**src/rtl/spi_pkg.sv**
```systemverilog
// spi_pkg: SPI mode constants, controller state type and CPOL/CPHA decode helpers
package spi_pkg;
    localparam int SPI_MODE0 = 0;
    localparam int SPI_MODE1 = 1;
    localparam int SPI_MODE2 = 2;
    localparam int SPI_MODE3 = 3;
    typedef enum logic {IDLE, BUSY} spi_state_e;
    function automatic logic cpol(input int mode);
        return (mode == SPI_MODE2) || (mode == SPI_MODE3);
    endfunction
    function automatic logic cpha(input int mode);
        return (mode == SPI_MODE1) || (mode == SPI_MODE3);
    endfunction
endpackage

```
**src/rtl/spi_master_if.sv**
```systemverilog
// spi_master_if: byte handshake plus serial pins of the SPI master
interface spi_master_if;
    logic [7:0] i_TX_Byte;
    logic       i_TX_DV;
    logic       o_TX_Ready;
    logic       o_RX_DV;
    logic [7:0] o_RX_Byte;
    logic       o_SPI_Clk;
    logic       i_SPI_MISO;
    logic       o_SPI_MOSI;
    modport master (
        input  i_TX_Byte, i_TX_DV, i_SPI_MISO,
        output o_TX_Ready, o_RX_DV, o_RX_Byte, o_SPI_Clk, o_SPI_MOSI
    );
    modport slave (
        output i_TX_Byte, i_TX_DV, i_SPI_MISO,
        input  o_TX_Ready, o_RX_DV, o_RX_Byte, o_SPI_Clk, o_SPI_MOSI
    );
endinterface

```
**src/rtl/spi_clk_gen.sv**
```systemverilog
// spi_clk_gen: SCK divider producing 16 edges per byte with registered leading/trailing strobes
module spi_clk_gen #(
    parameter int   CLKS_PER_HALF_BIT = 2,
    parameter logic CPOL              = 1'b0
) (
    input  logic clk,
    input  logic rst,
    input  logic start,
    output logic sck,
    output logic lead,
    output logic trail,
    output logic busy
);
    localparam int CW = $clog2(2 * CLKS_PER_HALF_BIT);
    localparam logic [CW-1:0] LEAD_AT  = CW'(CLKS_PER_HALF_BIT - 1);
    localparam logic [CW-1:0] TRAIL_AT = CW'(2 * CLKS_PER_HALF_BIT - 1);
    logic [CW-1:0] half_q, half_d;
    logic [4:0]    edges_q, edges_d;
    logic          sck_q, sck_d, lead_q, lead_d, trail_q, trail_d;
    always_comb begin
        half_d  = half_q;
        edges_d = edges_q;
        sck_d   = sck_q;
        lead_d  = 1'b0;
        trail_d = 1'b0;
        if (start) begin
            edges_d = 5'd16;
            half_d  = '0;
            sck_d   = CPOL;
        end else if (edges_q != 5'd0) begin
            lead_d  = half_q == LEAD_AT;
            trail_d = half_q == TRAIL_AT;
            half_d  = trail_d ? '0 : half_q + 1'b1;
            if (lead_d || trail_d) begin
                sck_d   = ~sck_q;
                edges_d = edges_q - 1'b1;
            end
        end
    end
    always_ff @(posedge clk) begin
        if (rst) begin
            half_q  <= '0;
            edges_q <= '0;
            sck_q   <= CPOL;
            lead_q  <= 1'b0;
            trail_q <= 1'b0;
        end else begin
            half_q  <= half_d;
            edges_q <= edges_d;
            sck_q   <= sck_d;
            lead_q  <= lead_d;
            trail_q <= trail_d;
        end
    end
    assign sck   = sck_q;
    assign lead  = lead_q;
    assign trail = trail_q;
    assign busy  = edges_q != 5'd0;
endmodule

```
**src/rtl/spi_master.sv**
```systemverilog
// spi_master: byte-wide SPI master shifting MOSI out and capturing MISO, MSB first
module spi_master import spi_pkg::*; #(
    parameter int SPI_MODE          = 0,
    parameter int CLKS_PER_HALF_BIT = 2
) (
    input logic          i_Clk,
    input logic          i_Rst,
    spi_master_if.master bus
);
    localparam logic CPOL = cpol(SPI_MODE);
    localparam logic CPHA = cpha(SPI_MODE);
    spi_state_e state_q, state_d;
    logic       accept, sck_int, lead, trail, busy;
    logic [7:0] tx_byte_q, tx_byte_d, rx_byte_q, rx_byte_d;
    logic [2:0] tx_bit_q, tx_bit_d, rx_bit_q, rx_bit_d;
    logic       tx_dv_q, tx_dv_d, mosi_q, mosi_d, rx_dv_q, rx_dv_d, spi_clk_q, spi_clk_d;
    spi_clk_gen #(.CLKS_PER_HALF_BIT(CLKS_PER_HALF_BIT), .CPOL(CPOL)) u_clk_gen (
        .clk(i_Clk), .rst(i_Rst), .start(accept),
        .sck(sck_int), .lead(lead), .trail(trail), .busy(busy)
    );
    always_comb begin
        accept    = (state_q == IDLE) && bus.i_TX_DV;
        state_d   = (state_q == IDLE) ? (bus.i_TX_DV ? BUSY : IDLE) : (busy ? BUSY : IDLE);
        tx_byte_d = accept ? bus.i_TX_Byte : tx_byte_q;
        tx_dv_d   = accept;
        spi_clk_d = sck_int;
        tx_bit_d  = tx_bit_q;
        mosi_d    = mosi_q;
        rx_byte_d = rx_byte_q;
        rx_bit_d  = rx_bit_q;
        rx_dv_d   = 1'b0;
        // CPHA=0 presents bit 7 before the first leading edge, so the first trailing edge sends bit 6
        if (state_q == IDLE) begin
            tx_bit_d = 3'd7;
        end else if (tx_dv_q && !CPHA) begin
            mosi_d   = tx_byte_q[7];
            tx_bit_d = 3'd6;
        end else if (CPHA ? lead : trail) begin
            mosi_d   = tx_byte_q[tx_bit_q];
            tx_bit_d = tx_bit_q - 1'b1;
        end
        if (state_q == IDLE) begin
            rx_bit_d = 3'd7;
        end else if (CPHA ? trail : lead) begin
            rx_byte_d[rx_bit_q] = bus.i_SPI_MISO;
            rx_bit_d            = rx_bit_q - 1'b1;
            rx_dv_d             = rx_bit_q == 3'd0;
        end
    end
    always_ff @(posedge i_Clk) begin
        if (i_Rst) begin
            state_q   <= BUSY;
            tx_byte_q <= '0;
            tx_dv_q   <= 1'b0;
            tx_bit_q  <= 3'd7;
            mosi_q    <= 1'b0;
            rx_byte_q <= '0;
            rx_bit_q  <= 3'd7;
            rx_dv_q   <= 1'b0;
            spi_clk_q <= CPOL;
        end else begin
            state_q   <= state_d;
            tx_byte_q <= tx_byte_d;
            tx_dv_q   <= tx_dv_d;
            tx_bit_q  <= tx_bit_d;
            mosi_q    <= mosi_d;
            rx_byte_q <= rx_byte_d;
            rx_bit_q  <= rx_bit_d;
            rx_dv_q   <= rx_dv_d;
            spi_clk_q <= spi_clk_d;
        end
    end
    assign bus.o_TX_Ready = state_q == IDLE;
    assign bus.o_RX_DV    = rx_dv_q;
    assign bus.o_RX_Byte  = rx_byte_q;
    assign bus.o_SPI_Clk  = spi_clk_q;
    assign bus.o_SPI_MOSI = mosi_q;
endmodule

```
**src/flat_wrapper.sv**
```systemverilog
// flat-port wrapper written by rule: the top's interface ports become plain ports
module spi_master_flat import spi_pkg::*;
#(
    parameter int SPI_MODE          = 0,
    parameter int CLKS_PER_HALF_BIT = 2
)
  (i_Clk, i_Rst, bus_i_TX_Byte, bus_i_TX_DV, bus_i_SPI_MISO, bus_o_TX_Ready, bus_o_RX_DV, bus_o_RX_Byte, bus_o_SPI_Clk, bus_o_SPI_MOSI);
  spi_master_if bus_i ();
  input logic i_Clk;
  input logic i_Rst;
  input wire logic [$bits(bus_i.i_TX_Byte)-1:0] bus_i_TX_Byte;
  input wire logic [$bits(bus_i.i_TX_DV)-1:0] bus_i_TX_DV;
  input wire logic [$bits(bus_i.i_SPI_MISO)-1:0] bus_i_SPI_MISO;
  output wire logic [$bits(bus_i.o_TX_Ready)-1:0] bus_o_TX_Ready;
  output wire logic [$bits(bus_i.o_RX_DV)-1:0] bus_o_RX_DV;
  output wire logic [$bits(bus_i.o_RX_Byte)-1:0] bus_o_RX_Byte;
  output wire logic [$bits(bus_i.o_SPI_Clk)-1:0] bus_o_SPI_Clk;
  output wire logic [$bits(bus_i.o_SPI_MOSI)-1:0] bus_o_SPI_MOSI;
  assign bus_i.i_TX_Byte = bus_i_TX_Byte;
  assign bus_i.i_TX_DV = bus_i_TX_DV;
  assign bus_i.i_SPI_MISO = bus_i_SPI_MISO;
  assign bus_o_TX_Ready = bus_i.o_TX_Ready;
  assign bus_o_RX_DV = bus_i.o_RX_DV;
  assign bus_o_RX_Byte = bus_i.o_RX_Byte;
  assign bus_o_SPI_Clk = bus_i.o_SPI_Clk;
  assign bus_o_SPI_MOSI = bus_i.o_SPI_MOSI;
  spi_master #(.SPI_MODE(SPI_MODE), .CLKS_PER_HALF_BIT(CLKS_PER_HALF_BIT)) u_core (.i_Clk(i_Clk), .i_Rst(i_Rst), .bus(bus_i));
endmodule
```
**config.mk**
```make
export PLATFORM = sky130hd
export DESIGN_NAME = spi_master_flat
export DESIGN_NICKNAME = d
export VERILOG_FILES = /design/src/rtl/spi_pkg.sv /design/src/rtl/spi_master_if.sv /design/src/rtl/spi_clk_gen.sv /design/src/rtl/spi_master.sv /design/src/flat_wrapper.sv
export SDC_FILE = /design/constraint.sdc
export NUM_CORES = 1
export LEC_CHECK = 0
export ABC_AREA = 0
export BUFFER_PORTS_ARGS = -buffer_cell sky130_fd_sc_hd__buf_2
export CAP_MARGIN = 10
export CORE_MARGIN = 1
export CORE_UTILIZATION = 40
export CTS_CLUSTER_DIAMETER = 60
export DETAILED_ROUTE_END_ITERATION = 7
export GPL_TIMING_DRIVEN = 0
export SLEW_MARGIN = 0
export SYNTH_ARGS = -nofsm -noshare
export SYNTH_HDL_FRONTEND = slang
export SYNTH_SLANG_ARGS = --single-unit
```
**constraint.sdc**
```tcl
create_clock -name i_Clk -period 2.12 [get_ports i_Clk]
set_input_delay 0.106 -clock i_Clk [delete_from_list [all_inputs] [get_ports i_Clk]]
set_output_delay 0.106 -clock i_Clk [all_outputs]
set_load 0.01 [all_outputs]
```
==> results of run 1 <==
-- worst max-delay path by stage --
stage                                                        start                                       end  slack [ps]  cells after the start
after CTS                  u_core.u_clk_gen.half_q[0]$_SDFFE_PP0P_  u_core.u_clk_gen.edges_q[4]$_SDFFE_PP0P_         620                      4
after detailed placement   u_core.u_clk_gen.half_q[0]$_SDFFE_PP0P_  u_core.u_clk_gen.edges_q[4]$_SDFFE_PP0P_         630                      4
after global routing      u_core.u_clk_gen.edges_q[0]$_SDFFE_PP0P_  u_core.u_clk_gen.edges_q[0]$_SDFFE_PP0P_         510                      6
after floorplan            u_core.u_clk_gen.half_q[0]$_SDFFE_PP0P_  u_core.u_clk_gen.edges_q[4]$_SDFFE_PP0P_         700                      4
final                      u_core.u_clk_gen.half_q[0]$_SDFFE_PP0P_  u_core.u_clk_gen.edges_q[4]$_SDFFE_PP0P_         630                      4
after global placement     u_core.u_clk_gen.half_q[0]$_SDFFE_PP0P_  u_core.u_clk_gen.edges_q[4]$_SDFFE_PP0P_         650                      4
-- synth_stat cells, drive strengths merged (2+ instances only) --
cell    instances
dfxtp          37
nor2           20
nand2          19
o21ai          12
inv            10
a21oi           8
a22o            8
ha              6
xnor2           6
mux2i           5
nor3            5
buf             3
a211oi          2
and3            2
clkbuf          2
mux2            2
nand2b          2
nand3           2
or4b            2
-- power breakdown --
group          switching, W  internal (W)  total, W
sequential        0.0000443      0.000747  0.000791
combinational      0.000153      0.000137  0.000290
clock              0.000227      0.000233  0.000460
-- cell families after synthesis --
logic type	Yosys count	share of synthesized area
buffers and inverters	15	0.0423
XOR/XNOR	7	0.0391
multiplexers	7	0.0487
adder cells (fa/ha/maj)	6	0.0479
flip-flops	37	0.472
AO/OA/AOI/OAI	35	0.156
AND/OR/NAND/NOR	58	0.193
-- per-stage QoR --
stage	utilization	instance area (um2)	total power, W	setup slack [ps]	hold slack [ps]
3_3_place_gp	0.468	1740	0.00109	645	316
2_1_floorplan	-	1570	0.00103	699	178
5_1_grt	0.489	1820	0.00164	507	22.8
6_report	0.489	1820	0.00154	628	27.1
3_5_place_dp	0.468	1740	0.00110	627	317
4_1_cts	0.489	1820	0.00157	620	12.0
-- placed cells by master (no fill, tap or decap), drive strengths merged, types with 5 or more instances in the layout --
cell    count
a21oi       8
a22o        8
buf        25
clkbuf     10
dfxtp      37
ha          6
inv        10
mux2i       5
nand2      19
nor2       20
nor3        5
o21ai      12
xnor2       6
-- sequential cells by signal (all words and copies together) (netlist names), 2 cells and up --
register,flops
u_core.tx_byte_q,8
u_core.u_clk_gen.edges_q,5
u_core.bus.o_RX_Byte,8
u_core.u_clk_gen.half_q,2
u_core.rx_bit_q,3
u_core.tx_bit_q,3
-- metal layers --
metal	global-route usage	vias up	part of all wire	routed length (um)
met5	0	-	0	0
met4	0.0722	0	0.014	38
met3	0.0581	3	0.036	100
met2	0.232	18	0.45	1240
met1	0.193	529	0.50	1400
li1	-	631	-	-
-- final cells by class --
type,instances,area (um2)
fill,365,1900
multi-input combinational,113,761
sequential,37,741
timing repair buffer,22,110
clock buffer,8,80.1
tap,48,60.1
inverter,10,37.5
buffer,5,28.8
==> results.py, run 1 <==
metrics = {
    "global_routing": {
        "overflow": 0,
        "grt_max_degree": 11,
        "grtUsageTotal": 0.154,
        "grt_first_pass_wirelength_um": 4850,
        "first_global_vias": 1146,
        "grt_antenna_before_repair": 0,
    },
    "logic_synthesis": {
        "yosysWarnings": 0,
        "avgSynthCellArea_um2": 9.50,
        "netlist_area_mm2": 0.00157,
        "synth_top_area_cell": "dfxtp_1",
        "ys_seq_area_frac": 0.472,
        "ys_top_cells_by_area": "dfxtp_1 (47%), ha_1 (4.8%), nand2_1 (4.5%)",
        "synth_cell_types": 36,
        "netlist_instances": 165,
        "synth_enable_flop_cells": 0,
        "synth_nets": 183,
        "ys_async_sr_fraction": 0,
        "synth_seq_cells": 37,
        "yosys.area.top_type_share": 0.472,
        "synth_ff_type": "dfxtp_1",
    },
    "floorplan": {
        "fp.dieW_um": 64.6,
        "die_area_mm2": 0.00417,
        "die_h_um": 64.6,
        "boundaryPins": 24,
        "placementRows": 22,
        "core-area_mm2": 0.00372,
        "initial_core_util": 0.422,
    },
    "power": {
        "powerDensity_mw_per_mm2": 848,
        "ir_worst_vdd_v": 0.000467,
        "leakage_nw": 0.818,
    },
    "clock_network": {
        "cts_buffers": 5,
        "clock-sinks": 37,
        "clk_pin_slew_worst_paths_ps": 70,
        "postCtsSetupBuffers": 0,
        "clockRootBuffer": "clkbuf_8",
        "cts_tree": "yes",
        "cts_htree_levels": 2,
        "clk_latency_ps": 280,
        "cts_buffer_depth": 2,
        "ctsResizeCount": 0,
        "holdBufCountCts": 0,
    },
    "place": {
        "dp_hpwl_um": 2130,
        "port_buffers": 22,
        "placedCellCount": 235,
        "place_congestion": 0.784,
    },
    "sta": {
        "rsz0062_at_grt": "no",
        "fin_setup_tns_ps": 0,
        "period_needed_ps": 1490,
        "maxSlewViolCount": 0,
        "post-route-period-util": 0.704,
        "fmax_ghz": 0.670,
        "tightest_slew_ps": 424,
        "relSlewSlack": 0.717,
        "finalHoldViolCount": 0,
        "setup_viol": 0,
        "clock_skew_ps": 3.01,
    },
    "cells_and_area": {
        "synthToLayoutAreaGrowth_pct": 16.0,
        "final_nets": 212,
        "fin_cells": 243,
        "drive_gt1_frac": 0.221,
        "diodes": 0,
    },
    "critical_path": {
        "path_class": "flip-flop to flip-flop",
        "path_cells": "ha_1 > nor2_1 > or4b_1 > a31o_2",
        "r2r-start": "u_core.u_clk_gen.half_q[0]$_SDFFE_PP0P_",
        "reg2regPathDepth": 4,
        "arrival_ps": 1670,
        "reg2reg_slack_ps": 630,
        "cpMaxStageDelayCell": "or4b_1",
        "crit_family": "simple AND/OR/NAND/NOR gates",
        "end_kind": "flip-flop",
        "worstPathRequired_ps": 2300,
        "max_stage_delay_ps": 470,
        "worstPathMaxFanout": 4,
        "r2r_end": "u_core.u_clk_gen.edges_q[4]$_SDFFE_PP0P_",
        "crit_path_start_kind": "flip-flop",
        "cp_num_buf_inv": 0,
    },
    "outcome": {
        "status": "finished, final reports clean",
    },
    "detailed_routing": {
        "drc": 0,
        "vias": 1181,
        "ant_nets": 0,
        "drt_first_pass_iters": 4,
        "viasPerCell": 4.86,
        "wire_per_inst_um": 11.4,
        "drt_iter0_markers": 40,
        "wirelength_um": 2780,
    },
    "hold_path": {
        "hold_depth": 2,
        "hold_class": "primary input to flip-flop",
        "hold_end": "u_core.tx_byte_q[1]$_SDFFE_PP0P_",
        "hp-start": "bus_i_TX_Byte[1]",
    },
    "job": {
        "maxCapViolCount": 0,
    },
}
(Power assumes the default switching activity.)
==> run 2, diff against run 1 <==
==> constraint.sdc (replaced) <==
create_clock -name i_Clk -period 1.43 [get_ports i_Clk]
set_input_delay 0.0715 -clock i_Clk [delete_from_list [all_inputs] [get_ports i_Clk]]
set_output_delay 0.0715 -clock i_Clk [all_outputs]
set_load 0.01 [all_outputs]
==> run 2 against run 1 <==
Against the previous run:
- the run now ends with negative setup slack left
- count of clock-buffer cells in the layout stayed put
- register-to-register slack worse by 640 ps
- sequential power is 52% higher
- clock power is 49% higher
- combinational power is 98% higher
- wire length is 6.4% higher
- fmax is 3.5% higher
- critical path type unchanged
- largest power group unchanged
==> results.py, run 2 (synthesized netlist as in run 1, its figures left out) <==
metrics = {
    "critical_path": {
        "worstPathRequired_ps": 1610,
        "reg2regPathDepth": 5,
        "path_class": "flip-flop to flip-flop",
        "startpoint": "u_core.u_clk_gen.half_q[1]$_SDFFE_PP0P_",
        "r2r_end": "u_core.u_clk_gen.edges_q[4]$_SDFFE_PP0P_",
        "cp-endpoint": "u_core.u_clk_gen.edges_q[4]$_SDFFE_PP0P_",
        "crit_path_start_kind": "flip-flop",
        "r2r-start": "u_core.u_clk_gen.half_q[1]$_SDFFE_PP0P_",
        "end_kind": "flip-flop",
        "reg2reg_slack_ps": -10,
        "arrival_ps": 1620,
        "worstPathMaxFanout": 4,
    },
    "power": {
        "powerDensity_mw_per_mm2": 1230,
        "ir_worst_vdd_v": 0.000673,
        "leakage_nw": 0.876,
    },
    "cells_and_area": {
        "final_cell_mix": "dfxtp_1 (33), buf_2 (24), nand2_1 (19)",
        "final_nets": 224,
        "drive_gt1_frac": 0.295,
        "diodes": 0,
        "fin_cells": 255,
        "synthToLayoutAreaGrowth_pct": 27.3,
        "mostFrequentLayoutCell": "dfxtp_1",
    },
    "global_routing": {
        "first_global_vias": 1184,
        "grt_max_degree": 11,
        "grt_first_pass_wirelength_um": 4950,
        "overflow": 0,
        "grt_antenna_before_repair": 0,
        "grtUsageTotal": 0.155,
    },
    "place": {
        "dp_hpwl_um": 2130,
        "place_congestion": 0.784,
        "placedCellCount": 235,
        "port_buffers": 22,
    },
    "floorplan": {
        "boundaryPins": 24,
        "placementRows": 22,
        "initial_core_util": 0.422,
        "die_h_um": 64.6,
        "fp.dieW_um": 64.6,
        "die_area_mm2": 0.00417,
        "core-area_mm2": 0.00372,
    },
    "clock_network": {
        "cts_htree_levels": 2,
        "clk_pin_slew_worst_paths_ps": 70,
        "clockRootBuffer": "clkbuf_8",
        "cts_buffers": 5,
        "clk_latency_ps": 280,
        "clock-sinks": 37,
        "cts_tree": "yes",
        "cts_buffer_depth": 2,
    },
    "detailed_routing": {
        "viasPerCell": 4.84,
        "wirelength_um": 2960,
        "ant_nets": 0,
        "drt_first_pass_iters": 4,
        "drc": 0,
        "vias": 1233,
        "wire_per_inst_um": 11.6,
        "drt_iter0_markers": 43,
    },
    "outcome": {
        "status": "finished with violations",
        "violations": "negative setup slack",
    },
    "hold_path": {
        "hp-start": "i_Rst",
        "hold_class": "primary input to flip-flop",
    },
    "sta": {
        "fin_setup_tns_ps": -11.8,
        "fmax_ghz": 0.694,
        "setup_viol": 1,
        "relSlewSlack": 0.718,
        "maxSlewViolCount": 0,
        "period_needed_ps": 1440,
        "rsz0062_at_grt": "yes",
        "clock_skew_ps": 2.06,
        "tightest_slew_ps": 423,
        "post-route-period-util": 1.01,
        "setup_ws_ps": -11.8,
        "finalHoldViolCount": 0,
    },
    "job": {
        "maxCapViolCount": 0,
    },
}
## run 2: cell types whose count changed in the layout (fill, tap and decap cells not counted), moves of 2 or more
| cell | previous run | this run |
|---|---|---|
| nor3_1 | 4 | 2 |
| dfxtp_1 | 37 | 33 |
| dfxtp_2 | 0 | 3 |
| buf_4 | 0 | 4 |
| ha_4 | 0 | 3 |
| inv_2 | 0 | 3 |
| nor3_2 | 1 | 3 |
| inv_1 | 10 | 7 |
| dlygate4sd3_1 | 0 | 8 |
| ha_1 | 6 | 3 |
## run 2: power by group
group / total, W / leakage (nW) / switching, W / internal (W)
clock: 0.000685 / 0.0395 / 0.000339 / 0.000346
sequential: 0.00120 / 0.302 / 0.0000825 / 0.00112
combinational: 0.000574 / 0.534 / 0.000261 / 0.000313
## run 2: metrics by stage
| stage | util | area, um2 | total power (W) | hold WS, ps | setup WS [ps] |
|---|---|---|---|---|---|
| CTS | 0.517 | 1920 | 0.00239 | 60.4 | -3.99 |
| global route | 0.537 | 2000 | 0.00260 | 63.9 | -57.7 |
| global placement | 0.468 | 1740 | 0.00162 | 282 | -44.8 |
| floorplan | - | 1570 | 0.00153 | 143 | 8.65 |
| detailed placement | 0.468 | 1740 | 0.00163 | 283 | -63.2 |
| finish | 0.537 | 2000 | 0.00246 | 59.2 | -11.8 |
## run 2: how the worst min path moves through the flow
stage	end	cells past startpoint
after floorplan	u_core.bus.o_SPI_Clk$_SDFF_PP0_	1
after global placement	u_core.tx_byte_q[1]$_SDFFE_PP0P_	2
after detailed placement	u_core.tx_byte_q[6]$_SDFFE_PP0P_	2
after CTS	u_core.bus.o_SPI_Clk$_SDFF_PP0_	2
after global routing	u_core.bus.o_SPI_Clk$_SDFF_PP0_	2
final	u_core.bus.o_SPI_Clk$_SDFF_PP0_	2
## run 2: layout make-up
type                            count  area, um2
Clock buffer                        8       80.1
Multi-Input combinational cell    113        821
Inverter                           10       37.5
Sequential cell                    37        748
Timing Repair Buffer               34        220
Fill cell                         343       1720
Buffer                              5       28.8
Tap cell                           48       60.1
## run 2: critical path: stages (launching register included)
cell and delay, ps:
dfxtp_2 350, inv_2 60, ha_4 130, nor2_4 40, or4b_1 520, a31o_2 240
## run 2: timing repair
action / 4_1_cts / 5_1_grt
setup buffers: 2 / 2
hold endpoints to repair: 8 / 0
pin swaps: 0 / 4
resized for setup: 4 / 15
setup endpoints to repair: 4 / 12
hold buffers: 8 / 0
## run 2: metal layers
layer / GRT usage / vias up / wire length, um
met4: 0.0722 / 0 / 38
met3: 0.0475 / 3 / 90
met1: 0.194 / 562 / 1440
met5: 0 / - / 0
met2: 0.243 / 15 / 1390
li1: - / 653 / -
==> run 3, diff against run 2 <==
--- a/config.mk
+++ b/config.mk
@@ -13,6 +13,7 @@
 export CTS_CLUSTER_DIAMETER = 60
 export DETAILED_ROUTE_END_ITERATION = 7
 export GPL_TIMING_DRIVEN = 0
+export HOLD_SLACK_MARGIN = 0.1
 export SLEW_MARGIN = 0
 export SYNTH_ARGS = -nofsm -noshare
 export SYNTH_HDL_FRONTEND = slang
==> run 3 against run 2 <==
Against the previous run:
- the flow still finishes with violations (negative setup slack)
- sequential power about the same
- hold slack better by 84 ps
- fmax about the same
- power about the same
- core utilization up 0.27 points
- critical path type unchanged
- largest cell class unchanged
==> results.py, run 3 (synthesized netlist as in run 1, its figures left out) <==
metrics = {
    "power": {
        "leakage_nw": 0.880,
        "p_total_w": 0.00246,
        "powerDensity_mw_per_mm2": 1230,
        "ir_worst_vdd_v": 0.000674,
    },
    "sta": {
        "finalHoldViolCount": 0,
        "fmax_ghz": 0.694,
        "tightest_slew_ps": 426,
        "setup_ws_ps": -11.9,
        "fin_setup_tns_ps": -11.9,
        "maxSlewViolCount": 0,
        "relSlewSlack": 0.716,
        "period_needed_ps": 1440,
        "rsz0062_at_grt": "yes",
        "setup_viol": 1,
        "post-route-period-util": 1.01,
        "holdWs_ps": 143,
        "clock_skew_ps": 2.06,
    },
    "cells_and_area": {
        "synthToLayoutAreaGrowth_pct": 27.9,
        "diodes": 0,
        "fillCellCount": 342,
        "drive_gt1_frac": 0.293,
        "fin_cells": 256,
        "final_nets": 225,
        "mostFrequentLayoutCell": "dfxtp_1",
        "final_cell_mix": "dfxtp_1 (33), buf_2 (24), nand2_1 (19)",
    },
    "global_routing": {
        "grt_antenna_before_repair": 0,
        "grt_first_pass_wirelength_um": 4970,
        "grt_use_met1": 0.195,
        "top_usage_layer": "met2",
        "use_met3": 0.0475,
        "overflow": 0,
        "first_global_vias": 1187,
        "grt_max_degree": 11,
        "grtUsageTotal": 0.156,
        "use_met2": 0.243,
    },
    "place": {
        "placedCellCount": 235,
        "dp_hpwl_um": 2130,
        "port_buffers": 22,
        "place_congestion": 0.784,
    },
    "clock_network": {
        "clk_pin_slew_worst_paths_ps": 70,
        "clk_latency_ps": 280,
        "cts_tree": "yes",
        "cts_buffer_depth": 2,
        "cts_htree_levels": 2,
        "cts_buffers": 5,
        "clockRootBuffer": "clkbuf_8",
        "clock-sinks": 37,
    },
    "detailed_routing": {
        "drc": 0,
        "wire_per_inst_um": 11.6,
        "vias": 1234,
        "drt_first_pass_iters": 3,
        "drt_iter0_markers": 47,
        "viasPerCell": 4.82,
        "ant_nets": 0,
        "wirelength_um": 2960,
    },
    "hold_path": {
        "hold_class": "primary input to flip-flop",
        "hp-start": "bus_i_SPI_MISO",
    },
    "outcome": {
        "violations": "negative setup slack",
        "status": "finished with violations",
    },
    "critical_path": {
        "startpoint": "u_core.u_clk_gen.half_q[1]$_SDFFE_PP0P_",
        "path_class": "flip-flop to flip-flop",
        "end_kind": "flip-flop",
        "cpMaxStageDelayCell": "or4b_1",
        "worstPathMaxFanout": 4,
        "max_stage_delay_ps": 520,
        "r2r-start": "u_core.u_clk_gen.half_q[1]$_SDFFE_PP0P_",
        "arrival_ps": 1620,
        "worstPathRequired_ps": 1610,
        "path_cells": "inv_2 > ha_4 > nor2_4 > or4b_1 > a31o_2",
        "crit_path_start_kind": "flip-flop",
    },
    "floorplan": {
        "boundaryPins": 24,
        "fp.dieW_um": 64.6,
        "die_h_um": 64.6,
        "die_area_mm2": 0.00417,
        "placementRows": 22,
        "core-area_mm2": 0.00372,
        "initial_core_util": 0.422,
    },
    "job": {
        "maxCapViolCount": 0,
    },
}
[run 3: timing repair]
action / in CTS / in global routing
buffers inserted: 2 / 2
endpoints found under the setup margin: 4 / 12
pin swaps: 0 / 4
gates resized for setup: 4 / 15
endpoints found under the hold margin: 10 / 0
hold buffers: 9 / 0
[run 3: where the power goes]
group          switching, W  internal (W)
sequential        0.0000826       0.00112
clock              0.000338      0.000346
combinational      0.000261      0.000315
total              0.000682       0.00178
[run 3: worst paths after layout]
path,to,slack (ps),cells after the start
min,u_core.bus.o_RX_Byte[1]$_SDFFE_PP0P_,140,3
min reg2reg,u_core.bus.o_RX_Byte[1]$_SDFFE_PP0P_,470,2
max,u_core.u_clk_gen.edges_q[4]$_SDFFE_PP0P_,-10,5
max reg2reg,u_core.u_clk_gen.edges_q[4]$_SDFFE_PP0P_,-10,5
[run 3: critical path: cells and delay by family, from the launching register on]
| family | cells | cell delay (ps) |
|---|---|---|
| AO/OA/AOI/OAI | 1 | 240 |
| adder cells (fa/ha/maj) | 1 | 130 |
| buffers and inverters | 1 | 60 |
| flip-flops | 1 | 350 |
| AND/OR/NAND/NOR | 2 | 560 |
[run 3: layout make-up]
| cell class | instances | area, um2 | area share |
|---|---|---|---|
| clock buffer | 8 | 80.1 | 0.0399 |
| sequential | 37 | 748 | 0.373 |
| inverter | 10 | 37.5 | 0.0187 |
| tap | 48 | 60.1 | 0.0299 |
| timing repair buffer | 35 | 230 | 0.115 |
| multi-input combinational | 113 | 821 | 0.409 |
| buffer | 5 | 28.8 | 0.0143 |
[run 3: stage by stage]
stage | util | area [um2] | setup WS, ps
after floorplan | - | 1570 | 8.65
after global placement | 0.468 | 1740 | -44.8
after detailed placement | 0.468 | 1740 | -63.2
after CTS | 0.520 | 1930 | -3.99
after global routing | 0.540 | 2010 | -57.7
final | 0.540 | 2010 | -11.9
[run 3: metal layers]
metal | share of wire | up-vias | wire length [um]
met1 | 0.49 | 561 | 1440
met4 | 0.013 | 0 | 38
li1 | - | 655 | -
met3 | 0.030 | 3 | 90
met2 | 0.47 | 15 | 1390
met5 | 0 | - | 0
